===== src/rtl/run_ctrl_pkg.sv =====
// Shared types and default constants for the CPU run controller.
// Optional feature macro used by cpu_run_ctrl: RUN_CTRL_AUTO_RESTART_EN.
package run_ctrl_pkg;

    typedef enum logic [2:0] {
        IDLE,
        RESET,
        RUN,
        HALTED,
        TIMEOUT
    } run_state_t;

    // Default cycles cpu_rst is held per run (must be >= 1).
    localparam int RST_CYCLES_DEF = 2;
    // Default run-cycle budget (must be < 2**CNT_W).
    localparam int MAX_CYCLES_DEF = 30;
    // Default run-cycle counter width.
    localparam int CNT_W_DEF      = 8;

endpackage : run_ctrl_pkg


===== src/rtl/run_cycle_counter.sv =====
// Run-cycle counter: sync clear, load-to-1 and count enable, with a
// compare flag that reports when the count has reached the budget.
module run_cycle_counter #(
    parameter int CNT_W      = 8,
    parameter int MAX_CYCLES = 30
) (
    input  logic             clk,
    input  logic             rst_i,
    input  logic             clr_i,
    input  logic             load1_i,
    input  logic             en_i,
    output logic [CNT_W-1:0] cnt_o,
    output logic             eq_max_o
);

    logic [CNT_W-1:0] cnt_q;

    // Count register; clear beats load-1, which beats increment.
    always_ff @(posedge clk) begin
        // NOTE: state registers use non-blocking assignments so every flop
        // samples the pre-edge values, independent of statement order.
        if (rst_i || clr_i) begin
            cnt_q <= '0;
        end else if (load1_i) begin
            cnt_q <= CNT_W'(1);
        end else if (en_i) begin
            cnt_q <= cnt_q + CNT_W'(1);
        end
    end

    assign cnt_o    = cnt_q;
    assign eq_max_o = (cnt_q == CNT_W'(MAX_CYCLES));

endmodule : run_cycle_counter


===== src/rtl/cpu_run_ctrl.sv =====
// CPU run controller: generates the CPU reset pulse, counts run cycles,
// watches the CPU halt line and reports halt or timeout.
// Optional feature: define RUN_CTRL_AUTO_RESTART_EN to make HALTED and
// TIMEOUT last one cycle and fall straight back into RESET (free-running
// reset/run loop). Without it those states hold until start or rst.
module cpu_run_ctrl
    import run_ctrl_pkg::*;
#(
    parameter int RST_CYCLES = RST_CYCLES_DEF,
    parameter int MAX_CYCLES = MAX_CYCLES_DEF,
    parameter int CNT_W      = CNT_W_DEF
) (
    input  logic             clk,
    input  logic             rst,
    input  logic             start,
    input  logic             hlt,
    output logic             cpu_rst,
    output logic             running,
    output logic             done,
    output logic             timed_out,
    output logic [CNT_W-1:0] cycle_cnt
);

    localparam int               RST_W    = (RST_CYCLES > 1) ? $clog2(RST_CYCLES) : 1;
    localparam logic [RST_W-1:0] RST_LAST = RST_W'(RST_CYCLES - 1);

    run_state_t       state_q, state_d;
    logic [RST_W-1:0] rst_cnt_q, rst_cnt_d;
    logic             cnt_clr, cnt_load1, cnt_en, cnt_eq_max;
    logic             restart;
    logic             cpu_rst_q, running_q, done_q, timed_out_q;

    // Leaving HALTED/TIMEOUT: on request, or unconditionally in auto mode.
`ifdef RUN_CTRL_AUTO_RESTART_EN
    assign restart = 1'b1;
`else
    assign restart = start;
`endif

    run_cycle_counter #(
        .CNT_W      (CNT_W),
        .MAX_CYCLES (MAX_CYCLES)
    ) u_cycle_counter (
        .clk      (clk),
        .rst_i    (rst),
        .clr_i    (cnt_clr),
        .load1_i  (cnt_load1),
        .en_i     (cnt_en),
        .cnt_o    (cycle_cnt),
        .eq_max_o (cnt_eq_max)
    );

    // Next-state and counter-control decode.
    always_comb begin
        // NOTE: every output of this block gets a default first, so no
        // path through the case leaves a signal unassigned (no latches).
        state_d   = state_q;
        rst_cnt_d = rst_cnt_q;
        cnt_clr   = 1'b0;
        cnt_load1 = 1'b0;
        cnt_en    = 1'b0;
        unique case (state_q)
            IDLE: begin
                if (start) begin
                    state_d   = RESET;
                    rst_cnt_d = '0;
                    cnt_clr   = 1'b1;
                end
            end
            RESET: begin
                if (rst_cnt_q == RST_LAST) begin
                    state_d   = RUN;
                    cnt_load1 = 1'b1;
                end else begin
                    rst_cnt_d = rst_cnt_q + RST_W'(1);
                end
            end
            RUN: begin
                // A halt on the last budgeted cycle still counts as a halt.
                if (hlt) begin
                    state_d = HALTED;
                end else if (cnt_eq_max) begin
                    state_d = TIMEOUT;
                end else begin
                    cnt_en = 1'b1;
                end
            end
            HALTED, TIMEOUT: begin
                if (restart) begin
                    state_d   = RESET;
                    rst_cnt_d = '0;
                    cnt_clr   = 1'b1;
                end
            end
            default: begin
                state_d   = IDLE;
                rst_cnt_d = '0;
                cnt_clr   = 1'b1;
            end
        endcase
    end

    // State register; outputs are registered and decoded from the next state.
    always_ff @(posedge clk) begin
        if (rst) begin
            state_q     <= IDLE;
            rst_cnt_q   <= '0;
            cpu_rst_q   <= 1'b1;
            running_q   <= 1'b0;
            done_q      <= 1'b0;
            timed_out_q <= 1'b0;
        end else begin
            state_q     <= state_d;
            rst_cnt_q   <= rst_cnt_d;
            // TIMEOUT keeps the CPU in reset; HALTED leaves it observable.
            cpu_rst_q   <= (state_d == IDLE) || (state_d == RESET) || (state_d == TIMEOUT);
            running_q   <= (state_d == RUN);
            done_q      <= (state_d == HALTED) && (state_q != HALTED);
            timed_out_q <= (state_d == TIMEOUT);
        end
    end

    assign cpu_rst   = cpu_rst_q;
    assign running   = running_q;
    assign done      = done_q;
    assign timed_out = timed_out_q;

endmodule : cpu_run_ctrl

===== config.mk =====
export PLATFORM = sky130hd
export DESIGN_NAME = cpu_run_ctrl
export DESIGN_NICKNAME = d
export VERILOG_FILES = /design/src/rtl/run_ctrl_pkg.sv /design/src/rtl/run_cycle_counter.sv /design/src/rtl/cpu_run_ctrl.sv
export SDC_FILE = /design/constraint.sdc
export NUM_CORES = 1
export LEC_CHECK = 0
export ABC_AREA = 1
export CORE_MARGIN = 8
export CORE_UTILIZATION = 25
export DETAILED_ROUTE_END_ITERATION = 8
export PLACE_DENSITY = 0.53
export SLEW_MARGIN = 20
export SYNTH_ARGS = -nofsm -noshare
export SYNTH_HDL_FRONTEND = slang
export SYNTH_SLANG_ARGS = --single-unit

===== constraint.sdc =====
create_clock -name clk -period 2.12 [get_ports clk]
set_clock_uncertainty 0.05 [all_clocks]
set_input_delay 0.212 -clock clk [delete_from_list [all_inputs] [get_ports clk]]
set_output_delay 0.212 -clock clk [all_outputs]
set_load 0.03 [all_outputs]

# == Yosys cells after proc, flatten, opt, wreduce, memory -nomap -nowiden ==
# Index checks and enable logic that the tools add are counted.
# word_totals
wordCells,50
ff_bits,16
inputBits,4
output_inout_bits,12
# op_classes
n_bitwise,1
n_addsub,2
reduce_logical,11
eq_ne,11
muxes,17
# ops
cell,n
3-bit by 2-bit equality test with 1-bit output (second input constant),4
3-bit 2-to-1 mux,4
1-bit 2-to-1 mux,10
3-bit case mux with 3 select lines,1
8-bit by 1-bit adder with 8-bit output (second input constant),1
8-bit by 5-bit equality test with 1-bit output (second input constant),1
3-bit by 1-bit equality test with 1-bit output (second input constant),2
3-bit equality test (second input constant),2
3-bit zero test,2
2-bit OR reduction,2
1-bit logical OR,3
3-bit by 2-bit inequality test with 1-bit output (second input constant),1
1-bit case mux with 3 select lines,1
3-bit OR reduction,1
2-bit by 1-bit inequality test with 1-bit output (second input constant),1
1-bit case mux with 2 select lines,1
2-bit AND reduction,1
2-bit nonzero test,1
1-bit adder (second input constant),1
1-bit logical AND,1
1-bit NOT,1

# == Logic depth before layout (Yosys ltp) ==
# logic_depth
depth_word,7
ltp_mapped,10

# == Cells and area by module ==
# A second synthesis with hierarchy kept.
# hier_totals
hier_cells,114
hier_area_um2,797.0
# modules_own_cells
module,instances,seq_area_each_um2,cells_per_inst,area_each_um2
run_cycle_counter,1,160.2,62,424.2
cpu_run_ctrl,1,160.2,52,372.9

# == Worst setup path after synthesis ==
# No wires, ideal clock.
# synth_path
path_type,register to register
startpoint,"register u_cycle_counter.cnt_q[0], in the netlist u_cycle_counter.cnt_o[0]"
endpoint,"register u_cycle_counter.cnt_q[0], in the netlist u_cycle_counter.cnt_o[0]"
arrival_ps,1426
synth_period_minus_slack_ps,1542
setup_slack_ps,578
stages_incl_launch_ff,11
required_time_ps,2004
cell_sequence,dfxtp_1 inv_1 ha_1 inv_1 nor2_1 nand2_1 nand2_2 buf_6 nand2_1 nand2_1 a21oi_2
# synth_via
elab_chain_cells,5
word_cells_on_any_way,8
cone_classes,add/sub (1); eq/ne (1); mux (5); reduce/logical (1)
# synth_lines
item,line_no,text
start: declaration,run_cycle_counter.sv:16,logic [CNT_W-1:0] cnt_q;
start signal: assignment,run_cycle_counter.sv:27,cnt_q <= cnt_q + CNT_W'(1);
"parallel branches: the longest is 5 deep, another holds 8-bit by 1-bit adder with 8-bit output",-,
# Several ways; the timed one is not identified. The select of a mux whose other input is x is not followed.
# A chain may end at the register's enable or synchronous reset.

# == Final worst setup path ==
# layout_path
startpoint,"register u_cycle_counter.cnt_q[0], in the netlist u_cycle_counter.cnt_o[0]"
endpoint,output port cycle_cnt[0]
# layout_rtl
item,line_no,text
end: declaration,cpu_run_ctrl.sv:21,output logic [CNT_W-1:0] cycle_cnt
# No word-level cell between the ends.

==> results.md <==
* Status: complete, no violations
* Share of cells above drive strength 1 at 6.25%
* Yosys warning total at 0
* DRT iter0 DRCs at 30
* Antenna-violating nets left at 0
* CP Capture Type: primary output
* Die Y-Extent at 73.6 µm
* Logic pwr share at 10.8%
* GPL Wtd Cong at 0.852
* Ys async rst share at 0%
* Clock Path Buffers at 2
* Largest delay share family, worst path: buffers and inverters
* Int Pwr at 0.000436 W
* Worst-path cell with the longest stage delay: clkdlybuf4s50_1
* GRT Total Usage at 7.85%
* Die area at 5420 µm²
* Inserted Clock Buffers at 3
* CTS Root Cell: clkbuf_4
* Via count at 770
* GR Layer Usage met2 at 12.6%
* Synth top area share at 38.6%
* Total of max-cap violations at 0
* TritonCTS clock tree: done
* Reg power frac at 54.3%
* Cell area after synthesis at 831 µm²
* Global-route wire length before repair at 3330 µm
* Clk sinks at 16
* Final hold viol count at 0
* Primary FF master, synth: dfxtp_1
* Vias in the first global route at 806
* Total of cells resized after clock tree synthesis at 0
* Input/output buffers at 15
* Top cells by area, synth: dfxtp_1, nand2_1, inv_1
* Critical path buffer and inverter count at 1
* Rows at 21
* Drt first pass iters at 4
* Post-Layout Cell Count at 190
* Via/cell ratio at 4.05
* Largest net degree at the start of global routing at 12
* Sequential area share after synthesis at 38.6%
* Cell area after layout at 1060 µm²
* Placed Cells at 186
* Area of the core at 3260 µm²
* CP arrival at 1.49 ns
* Layout Area Growth over Synthesis at 28.0%
* # Post-CTS Setup Buffers at 0
* Post-layout minimum cycle time at 1.75 ns
* Synth cell types at 15
* Utilization after layout at 32.6%
* Leakage power at 0.458 nW
* Chip width at 73.6 µm
* Clock power frac at 34.9%
* Hold Crit Class: register to register
* Routed WL at 1910 µm
* DR WL/cell at 10.1 µm
* Syn Nets at 132
* # nets final at 151
* Synthesized area per cell at 6.59 µm²
* Detailed placement HPWL at 1430 µm
* Peak Freq at 571 MHz
* Starting density of the core at 25.5%
* Psw at 0.000143 W
* Crit path required time at 1.86 ns
* Syn Inst Count at 126
* Overflow after GRT at 0
* Slew Viols, Final at 0
* Clock slew at reported path FFs at 0.10 ns
* Synth Register Bits at 16
* Slew HR at 76.9%
* Pwr Density at 545 nW/µm²
* Finish-stage setup viols at 0
* EDFF count, synth at 0
* RSZ-0062 raised after global routing: no
* Max H-tree Level at 1
* Worst skew pair latency at 0.29 ns
* Setup TNS at 0 ns
* Tightest Pin Transition at 0.345 ns
* Commonest cells in the synthesized netlist: nand2_1, inv_1, dfxtp_1
* GR Util met1 at 8.38%
* Most frequent cell after synthesis: nand2_1
* Area of placed instances at 1030 µm²
* Setup ws final at 0.367 ns
* Worst Path Max Fanout at 7
* Io pins at 16
* Final worst path period share at 82.7%
* Inserted Diodes at 0
* Top Usage Layer GRT: met2
* Met3 Use GR at 5.32%
* Crit-path max cell delay at 0.73 ns
* Startpoint class of the critical path: register
* DRC Markers at 0
* Pre-CTS WS at 0.498 ns
* Peak VDD IR at 352 µV
* Initial antenna violation count at 0
* Crit path cell chain: clkdlybuf4s50_1
* Crit Path Class: register to primary output
* Switching share of power at 24.7%
* # hold bufs at CTS at 0
* Leading area contributor after synthesis: dfxtp_1
[cell families (layout without fill, tap and decap cells)]
family / after synthesis / in the layout / synth area share, %
AO/OA/AOI/OAI: 15 / 15 / 9.49
XOR/XNOR: 3 / 3 / 3.16
adder cells (fa/ha/maj): 2 / 2 / 3.01
buffers and inverters: 22 / 40 / 10.8
flip-flops: 16 / 16 / 38.6
AND/OR/NAND/NOR: 68 / 68 / 34.9
[cell type report]
cell class	count	area [µm²]
sequential	16	320
multi-input combinational	88	420
tap	46	57.6
fill	375	2190
inverter	21	78.8
clock buffer	4	36.3
timing repair buffer	15	150
[cell usage in the layout, fill, tap and decap left out, drive strengths merged]
| cell | instances |
|---|---|
| nand4 | 3 |
| nand3 | 10 |
| a21oi | 15 |
| xnor2 | 1 |
| ha | 2 |
| nand2 | 44 |
| clkdlybuf4s50 | 15 |
| nor2 | 11 |
| xor2 | 2 |
| inv | 21 |
| clkbuf | 4 |
| dfxtp | 16 |
[state kept, by name, summed over array words and instances (netlist names)]
| register | flops |
|---|---|
| rst_cnt_q | 1 |
| state_q | 3 |
| cpu_rst | 1 |
| timed_out | 1 |
| running | 1 |
| done | 1 |
| u_cycle_counter.cnt_o | 8 |
[layer usage]
layer / part of all wire [%] / vias to the layer above / wire [µm]
li1: - / 426 / -
met1: 46 / 325 / 889
met2: 43 / 17 / 819
met3: 9.9 / 2 / 190
met4: 0.63 / 0 / 12
met5: 0 / - / 0
[stage by stage]
| step | hold WS [ns] | total power [W] |
|---|---|---|
| 3_5_place_dp | 0.423 | 0.000385 |
| 5_1_grt | 0.460 | 0.000614 |
| 3_3_place_gp | 0.412 | 0.000383 |
| 6_report | 0.436 | 0.000579 |
| 2_1_floorplan | 0.231 | 0.000363 |
| 4_1_cts | 0.438 | 0.000589 |
[power by group through the flow]
stage	clock network [W]	registers (W)	logic (W)
2_1_floorplan	0	0.000325	0.0000378
3_3_place_gp	0	0.000321	0.0000621
3_5_place_dp	0	0.000322	0.0000629
4_1_cts	0.000210	0.000315	0.0000633
5_1_grt	0.000226	0.000316	0.0000721
6_report	0.000202	0.000315	0.0000625
[worst paths after layout]
| path | startpoint | to | slack [ns] | cells past startpoint |
|---|---|---|---|---|
| setup / recovery | u_cycle_counter.cnt_o[0]$_SDFFE_PP0P_ | cycle_cnt[0] | 0.37 | 1 |
| hold reg to reg | rst_cnt_q$_SDFFE_PP0P_ | rst_cnt_q$_SDFFE_PP0P_ | 0.44 | 2 |
| setup reg to reg | u_cycle_counter.cnt_o[0]$_SDFFE_PP0P_ | u_cycle_counter.cnt_o[3]$_SDFFE_PP0P_ | 0.44 | 9 |
| hold / removal | rst_cnt_q$_SDFFE_PP0P_ | rst_cnt_q$_SDFFE_PP0P_ | 0.44 | 2 |
Power figures use the tool's default switching activity.
